[config.mk]
export PLATFORM = sky130hd
export DESIGN_NAME = shake_absorb_ctrl
export DESIGN_NICKNAME = d
export VERILOG_FILES = /design/src/rtl/shake_absorb_ctrl.sv
export SDC_FILE = /design/constraint.sdc
export NUM_CORES = 1
export LEC_CHECK = 0
export CAP_MARGIN = 20
export CORE_MARGIN = 4
export CORE_UTILIZATION = 40
export CTS_CLUSTER_SIZE = 16
export DETAILED_ROUTE_END_ITERATION = 8
export PLACE_DENSITY = 0.81
export SYNTH_ARGS = -nofsm -noshare
export SYNTH_HDL_FRONTEND = slang
export SYNTH_SLANG_ARGS = --single-unit
[constraint.sdc]
create_clock -name clk -period 5.9 [get_ports clk]
set_input_delay 1.18 -clock clk [delete_from_list [all_inputs] [get_ports clk]]
set_output_delay 1.18 -clock clk [all_outputs]
set_load 0.03 [all_outputs]
[src/rtl/shake_absorb_ctrl.sv]
// Absorb-phase sequencer for the SHAKE core: pads message lanes on the fly
// (SHAKE suffix + pad10*1), groups them into rate blocks and drives the permutation handshake.
module shake_absorb_ctrl #(
    parameter int WIDTH      = 32,
    parameter int RATE_WORDS = 17,
    parameter int W          = 64
) (
    input  logic                          clk,
    input  logic                          rst,
    input  logic                          start,
    input  logic [WIDTH-1:0]              msg_byte_size,
    input  logic                          in_valid,
    output logic                          in_ready,
    input  logic [W-1:0]                  in_data,
    output logic                          out_valid,
    input  logic                          out_ready,
    output logic [W-1:0]                  out_data,
    output logic [$clog2(RATE_WORDS)-1:0] out_lane_idx,
    output logic                          perm_start,
    input  logic                          perm_done,
    output logic                          busy,
    output logic                          done
);

    localparam int               B       = W / 8;
    localparam int               LIDX_W  = $clog2(RATE_WORDS);
    localparam logic [WIDTH-1:0] B_BYTES = WIDTH'(B);
    localparam logic [7:0]       SUFFIX  = 8'h1F;
    localparam logic [7:0]       PAD_END = 8'h80;

    typedef enum logic [1:0] {
        ST_IDLE      = 2'd0,
        ST_ABSORB    = 2'd1,
        ST_PERM_WAIT = 2'd2,
        ST_FINISH    = 2'd3
    } state_t;

    state_t              state_r, state_s;
    logic [WIDTH-1:0]    bytes_left_r, bytes_left_s;
    logic [LIDX_W-1:0]   lane_idx_r, lane_idx_s;
    logic                padded_r, padded_s;
    logic                perm_start_r, perm_start_s;

    logic                full_s;
    logic                consume_s;
    logic                last_lane_s;
    logic                absorb_s;
    logic                hs_s;
    logic [W-1:0]        lane_s;

    // Lane classification and on-the-fly padding of the current lane
    always_comb begin
        full_s      = (bytes_left_r >= B_BYTES);
        consume_s   = (bytes_left_r != {WIDTH{1'b0}});
        last_lane_s = (lane_idx_r == LIDX_W'(RATE_WORDS - 1));
        lane_s      = {W{1'b0}};
        for (int i = 0; i < B; i++) begin
            if (full_s) begin
                lane_s[i*8 +: 8] = in_data[i*8 +: 8];
            end else if (consume_s) begin
                if (WIDTH'(i) < bytes_left_r) begin
                    lane_s[i*8 +: 8] = in_data[i*8 +: 8];
                end else if (WIDTH'(i) == bytes_left_r) begin
                    lane_s[i*8 +: 8] = SUFFIX;
                end else begin
                    lane_s[i*8 +: 8] = 8'h00;
                end
            end else if (!padded_r) begin
                lane_s[i*8 +: 8] = (i == 0) ? SUFFIX : 8'h00;
            end else begin
                lane_s[i*8 +: 8] = 8'h00;
            end
        end
        // Any non-full lane in the final slot belongs to the padded block
        lane_s[W-1 -: 8] = lane_s[W-1 -: 8] | ((last_lane_s && !full_s) ? PAD_END : 8'h00);
    end

    // Zero-latency lane handshake pass-through
    always_comb begin
        absorb_s  = (state_r == ST_ABSORB);
        out_valid = absorb_s && (consume_s ? in_valid : 1'b1);
        in_ready  = absorb_s && consume_s && out_ready;
        out_data  = absorb_s ? lane_s : {W{1'b0}};
        hs_s      = out_valid && out_ready;
    end

    // Next-state and counter update logic
    always_comb begin
        state_s      = state_r;
        bytes_left_s = bytes_left_r;
        lane_idx_s   = lane_idx_r;
        padded_s     = padded_r;
        perm_start_s = 1'b0;
        case (state_r)
            ST_IDLE: begin
                if (start) begin
                    state_s      = ST_ABSORB;
                    bytes_left_s = msg_byte_size;
                    lane_idx_s   = {LIDX_W{1'b0}};
                    padded_s     = 1'b0;
                end else begin
                    state_s = ST_IDLE;
                end
            end
            ST_ABSORB: begin
                if (hs_s) begin
                    if (full_s) begin
                        bytes_left_s = bytes_left_r - B_BYTES;
                    end else if (consume_s) begin
                        bytes_left_s = {WIDTH{1'b0}};
                        padded_s     = 1'b1;
                    end else begin
                        padded_s = 1'b1;
                    end
                    if (last_lane_s) begin
                        perm_start_s = 1'b1;
                        state_s      = ST_PERM_WAIT;
                    end else begin
                        lane_idx_s = lane_idx_r + LIDX_W'(1);
                    end
                end else begin
                    state_s = ST_ABSORB;
                end
            end
            ST_PERM_WAIT: begin
                if (perm_done) begin
                    lane_idx_s = {LIDX_W{1'b0}};
                    state_s    = padded_r ? ST_FINISH : ST_ABSORB;
                end else begin
                    state_s = ST_PERM_WAIT;
                end
            end
            ST_FINISH: begin
                state_s = ST_IDLE;
            end
            default: begin
                state_s = ST_IDLE;
            end
        endcase
    end

    // State and counter registers
    always_ff @(posedge clk or negedge rst) begin
        if (!rst) begin
            state_r      <= ST_IDLE;
            bytes_left_r <= {WIDTH{1'b0}};
            lane_idx_r   <= {LIDX_W{1'b0}};
            padded_r     <= 1'b0;
            perm_start_r <= 1'b0;
        end else begin
            state_r      <= state_s;
            bytes_left_r <= bytes_left_s;
            lane_idx_r   <= lane_idx_s;
            padded_r     <= padded_s;
            perm_start_r <= perm_start_s;
        end
    end

    assign out_lane_idx = lane_idx_r;
    assign perm_start   = perm_start_r;
    assign busy         = (state_r != ST_IDLE);
    assign done         = (state_r == ST_FINISH);

endmodule
# Word-level counts from Yosys, hierarchy flattened
# Cells that the tools add are included.
# Widths: inputs -> output; s select.
# word_totals
out_inout_bits	74
input_bits	102
wordCells	109
regBits	41
# classes
n_addsub	2
eq_ne	18
n_reduce_logical	15
n_mux	59
magnitude_cmp	9
bitwise	1
# op_table
cell	count
$mux 8	25
$eq 3x32->1 const A	4
$lt 3x32->1 const A	4
$mux 32	4
$mux 5	13
$eq 2x32->1 const A	2
$lt 1x32->1 const A	2
$lt 2x32->1 const A	2
$mux 64	1
$pmux 32 s2	1
$eq 1x32->1 const A	1
$ge 32x4->1 const B	1
$logic_not 32->1	1
$reduce_bool 32->1	1
$sub 32x4->32 const B	1
$pmux 5 s3	1
$mux 1	8
$mux 2	4
$ne 2x2->1 const B	4
$or 8x8->8	1
$pmux 2 s4	1
$reduce_and 4->1	2
$ne 3x3->1 const B	2
$add 5x1->5 const B	1
11 further kinds	17

# Logic depth before layout (Yosys ltp)
# depth
word_depth	7
ltp_mapped	9

# Least setup slack after synthesis
# OpenSTA, ideal clock, no wires.
# synth_timing
kind	reg-to-output
start	register bytes_left_r[0]
end	output out_data[53]
stages_incl_launch_ff	7
setup_slack_ns	2.144
arrival_ns	2.576
path_buffers	1
cell_sequence	dfrtp_1 -> clkbuf_1 -> or3_1 -> nor3_2 -> nand2b_1 -> a31oi_1 -> nor3b_1
# synth_via
elab_chain_cells	5
# synth_lines
element	line_no	rtl
start: declaration	39	logic [WIDTH-1:0] bytes_left_r, bytes_left_s;
start signal: assignment	146	bytes_left_r <= {WIDTH{1'b0}};
start signal: assignment	152	bytes_left_r <= bytes_left_s;
$lt 3x32->1	61	if (WIDTH'(i) < bytes_left_r) begin
$mux 8	61	
$mux 8	60	end else if (consume_s) begin
$mux 8 (*)	58	if (full_s) begin
$mux 64 (*)	83	out_data = absorb_s ? lane_s : {W{1'b0}};
end: declaration	17	output logic [W-1:0] out_data,
# Every way passes the cells marked *; elsewhere a longest branch is shown, timed or not.

# Worst setup path in the final report
# layout_timing
start	register bytes_left_r[8]
end	output out_data[52]
# layout_via
elab_chain_cells	6
# layout_lines
element	line_no
parallel branches: the longest is 4 deep, another holds $lt 3x32->1	--
$mux 8 (*)	58
$mux 64 (*)	83
# Mark *: on every way between the ends.

==> impl_metrics.ini <==
[timing]
maxSlewViolCount = 0
finalHoldViolations = 0
relSlewSlack_pct = 26.4
period_minus_slack_ps = 4950
min_period_over_period_pct = 84.0
finClkSkew_ps = 6.68
final.setup.tns_ps = 0
rsz0062_at_grt = false
setup_violations = 0
worstMarginPinSlew_ps = 1090
holdWs_ps = 510
max_freq_mhz = 202

[yosys]
async_reset_ff_share_pct = 100
ys_warn_count = 0
synth_cell_type_count = 55
synth_cells = 425
synth_flop_cell = dfrtp_1
synthTopCellsByCount = dfrtp_1, nand2_1, inv_1, nor2_1, o21a_1
synth-seq-cells = 41
synth_top_cell_area_share_pct = 29.5
syn_area_per_cell_sq_um = 8.18
synth-edff-count = 0
yosysMostFrequentCell = dfrtp_1
yosysTopAreaCell = dfrtp_1
synth_area_leaders = dfrtp_1, o21a_1, a22oi_1
syn-cell-area_sq_um = 3480
seq_area_frac_synth_pct = 29.5
syn_nets = 532

[power_and_ir_drop]
power_leakage_nw = 2.11
ir_worst_vdd_uv = 173
p_per_area_nw_per_um2 = 328

[floorplanning]
start_util_pct = 41.7
dieHeight_microns = 101
num_io_pins = 176
coreArea_sq_um = 8340
die_area_sq_um = 10300
rows = 33
die_w_microns = 101

[worst_setup_path]
cp.arrival_ps = 3770
critPathBufInv = 1
path_delay_family = simple AND/OR/NAND/NOR gates
rr_worst_depth = 7
cpMaxStageDelayCell = a21oi_1
r2r_start = bytes_left_r[5]
r2r-end = bytes_left_r[6]
cp.depth = 7
cp-end-kind = output port
regToRegSetupSlack_ps = 2140
path_max_fanout = 13
required_ps = 4720
path_cells = nor4_4, nand4_1, nor3_2, nor2_1, a21oi_1, o21a_1, clkdlybuf4s50_1
path_class = flop to output port
start_kind = flop
slowest_delay_ps = 730

[min_path]
hp-start = out_lane_idx[4]
whs_path_depth = 1
hp-class = flop to flop
worstHoldEndpoint = out_lane_idx[4]

[detailed_routing]
top_layer = met4
wl_met2_mm = 6.50
post_drt_via_cell_ratio = 5.86
drc = 0
met1_length_mm = 4.96
wl_per_cell_microns = 18.6
first_iter_violations = 269
wl_met3_mm = 1.22
routed_wirelength_mm = 12.8
first_pass_iters = 5
num_vias = 4038
ant_nets = 0

[clock_network]
cts-root-buf = clkbuf_8
cts_buffers = 5
worstSkewPairLatency_ps = 300
h-tree-depth = 2
cts_tree = built
clock_sink_count = 41
hold_buffers = 0
clkTransAtPathRegs_ps = 90
cts_buffer_depth = 2
cts_resized = 0
cts_setup_buffers = 0

[placed_design]
hpwl_mm = 9.77
gp_congestion = 0.872
io_buffer_count = 175

[global_routing]
grt_max_degree = 48
grt_pass1_vias = 3856
track_usage_pct = 23.9
overflow = 0
grt_pass1_wl_mm = 19.9
antenna_found_initial = 0

[cells_and_area]
antenna_cells = 0
finalNetCount = 690
area_delta_synth_final_pct = 53.5
drive_above_1_share_pct = 5.14

[run]
cap_violations = 0

[run_status]
status = complete, no violations
[registers in the layout (all words and copies together), names as in the netlist]
name and flops:
state_r 2, perm_start 1, padded_r 1, out_lane_idx 5, bytes_left_r 32
[where the power goes]
group	total [mW]	internal, mW	switching [mW]
Sequential	0.562	0.406	0.155
Clock	0.194	0.0820	0.112
Combinational	0.997	0.433	0.564
Total	1.75	0.922	0.831
[worst register-to-register path, stage by stage, from the launching register on]
cell and delay [ps]:
dfrtp_1 430, nor3_2 510, nand4_2 310, or3_1 650, a311oi_4 330, buf_4 360
and2_1 800, o22ai_1 220
[layout by cell type, fill, tap and decap left out, types with 2 or more instances in the layout]
| cell type | instances |
|---|---|
| a21o_1 | 10 |
| a21oi_1 | 10 |
| a22o_1 | 6 |
| a22oi_1 | 25 |
| a2bb2oi_1 | 6 |
| a31oi_1 | 3 |
| a32oi_1 | 10 |
| and2_1 | 22 |
| and3_1 | 6 |
| buf_4 | 6 |
| clkbuf_8 | 5 |
| clkdlybuf4s50_1 | 174 |
| clkinv_2 | 2 |
| dfrtp_1 | 41 |
| ha_1 | 5 |
| inv_1 | 30 |
| mux2i_1 | 5 |
| nand2_1 | 35 |
| nand2b_1 | 8 |
| nand3_1 | 11 |
| nand4_1 | 4 |
| nor2_1 | 28 |
| nor3_1 | 12 |
| nor3_2 | 2 |
| nor3b_1 | 3 |
| nor4_1 | 7 |
| nor4_2 | 3 |
| nor4b_1 | 2 |
| o21a_1 | 26 |
| o21ai_0 | 7 |
| o21ai_1 | 2 |
| o22ai_1 | 20 |
| o2bb2ai_1 | 10 |
| o31a_1 | 3 |
| o31ai_1 | 4 |
| o41ai_1 | 2 |
| or3_1 | 9 |
| or4_1 | 2 |
[metrics by stage]
step	utilization, %	setup WS [ps]	instance area, sq um	cells	total power [mW]
CTS	63.9	932	5330	688	1.75
detailed placement	62.9	1260	5240	680	1.55
floorplan	-	2140	3480	425	1.19
finish	64.0	946	5340	689	1.75
global route	64.0	716	5340	689	1.87
global placement	62.9	1330	5240	680	1.53
[cell type report]
| class | instances | area (sq um) |
|---|---|---|
| Fill cell | 709 | 3000 |
| Multi-Input combinational cell | 324 | 2190 |
| Timing Repair Buffer | 181 | 1790 |
| Sequential cell | 41 | 1030 |
| Tap cell | 105 | 131 |
| Inverter | 30 | 113 |
| Clock buffer | 5 | 68.8 |
| Clock inverter | 3 | 17.5 |
[cell families (layout without fill, tap and decap cells)]
logic type,Yosys count,in the layout,synth area share (%)
flip-flops,41,41,29.5
buffers and inverters,60,219,7.88
multiplexers,6,6,1.87
AND/OR/NAND/NOR,162,162,26.1
adder cells (fa/ha/maj),5,5,1.80
AO/OA/AOI/OAI,151,151,32.9
[worst max path at each step]
| stage | startpoint | to |
|---|---|---|
| detailed placement | bytes_left_r[8] | out_data[40] |
| floorplan | bytes_left_r[0] | out_data[53] |
| finish | bytes_left_r[8] | out_data[52] |
| global route | bytes_left_r[8] | out_data[40] |
| CTS | bytes_left_r[8] | out_data[40] |
| global placement | bytes_left_r[8] | out_data[40] |
[routing by layer]
metal	track usage [%]	vias to the layer above
met5	0	-
met4	4.19	0
met3	4.34	15
met2	44.1	209
met1	29.2	1906
li1	-	1908
(Power assumes the default switching activity.)
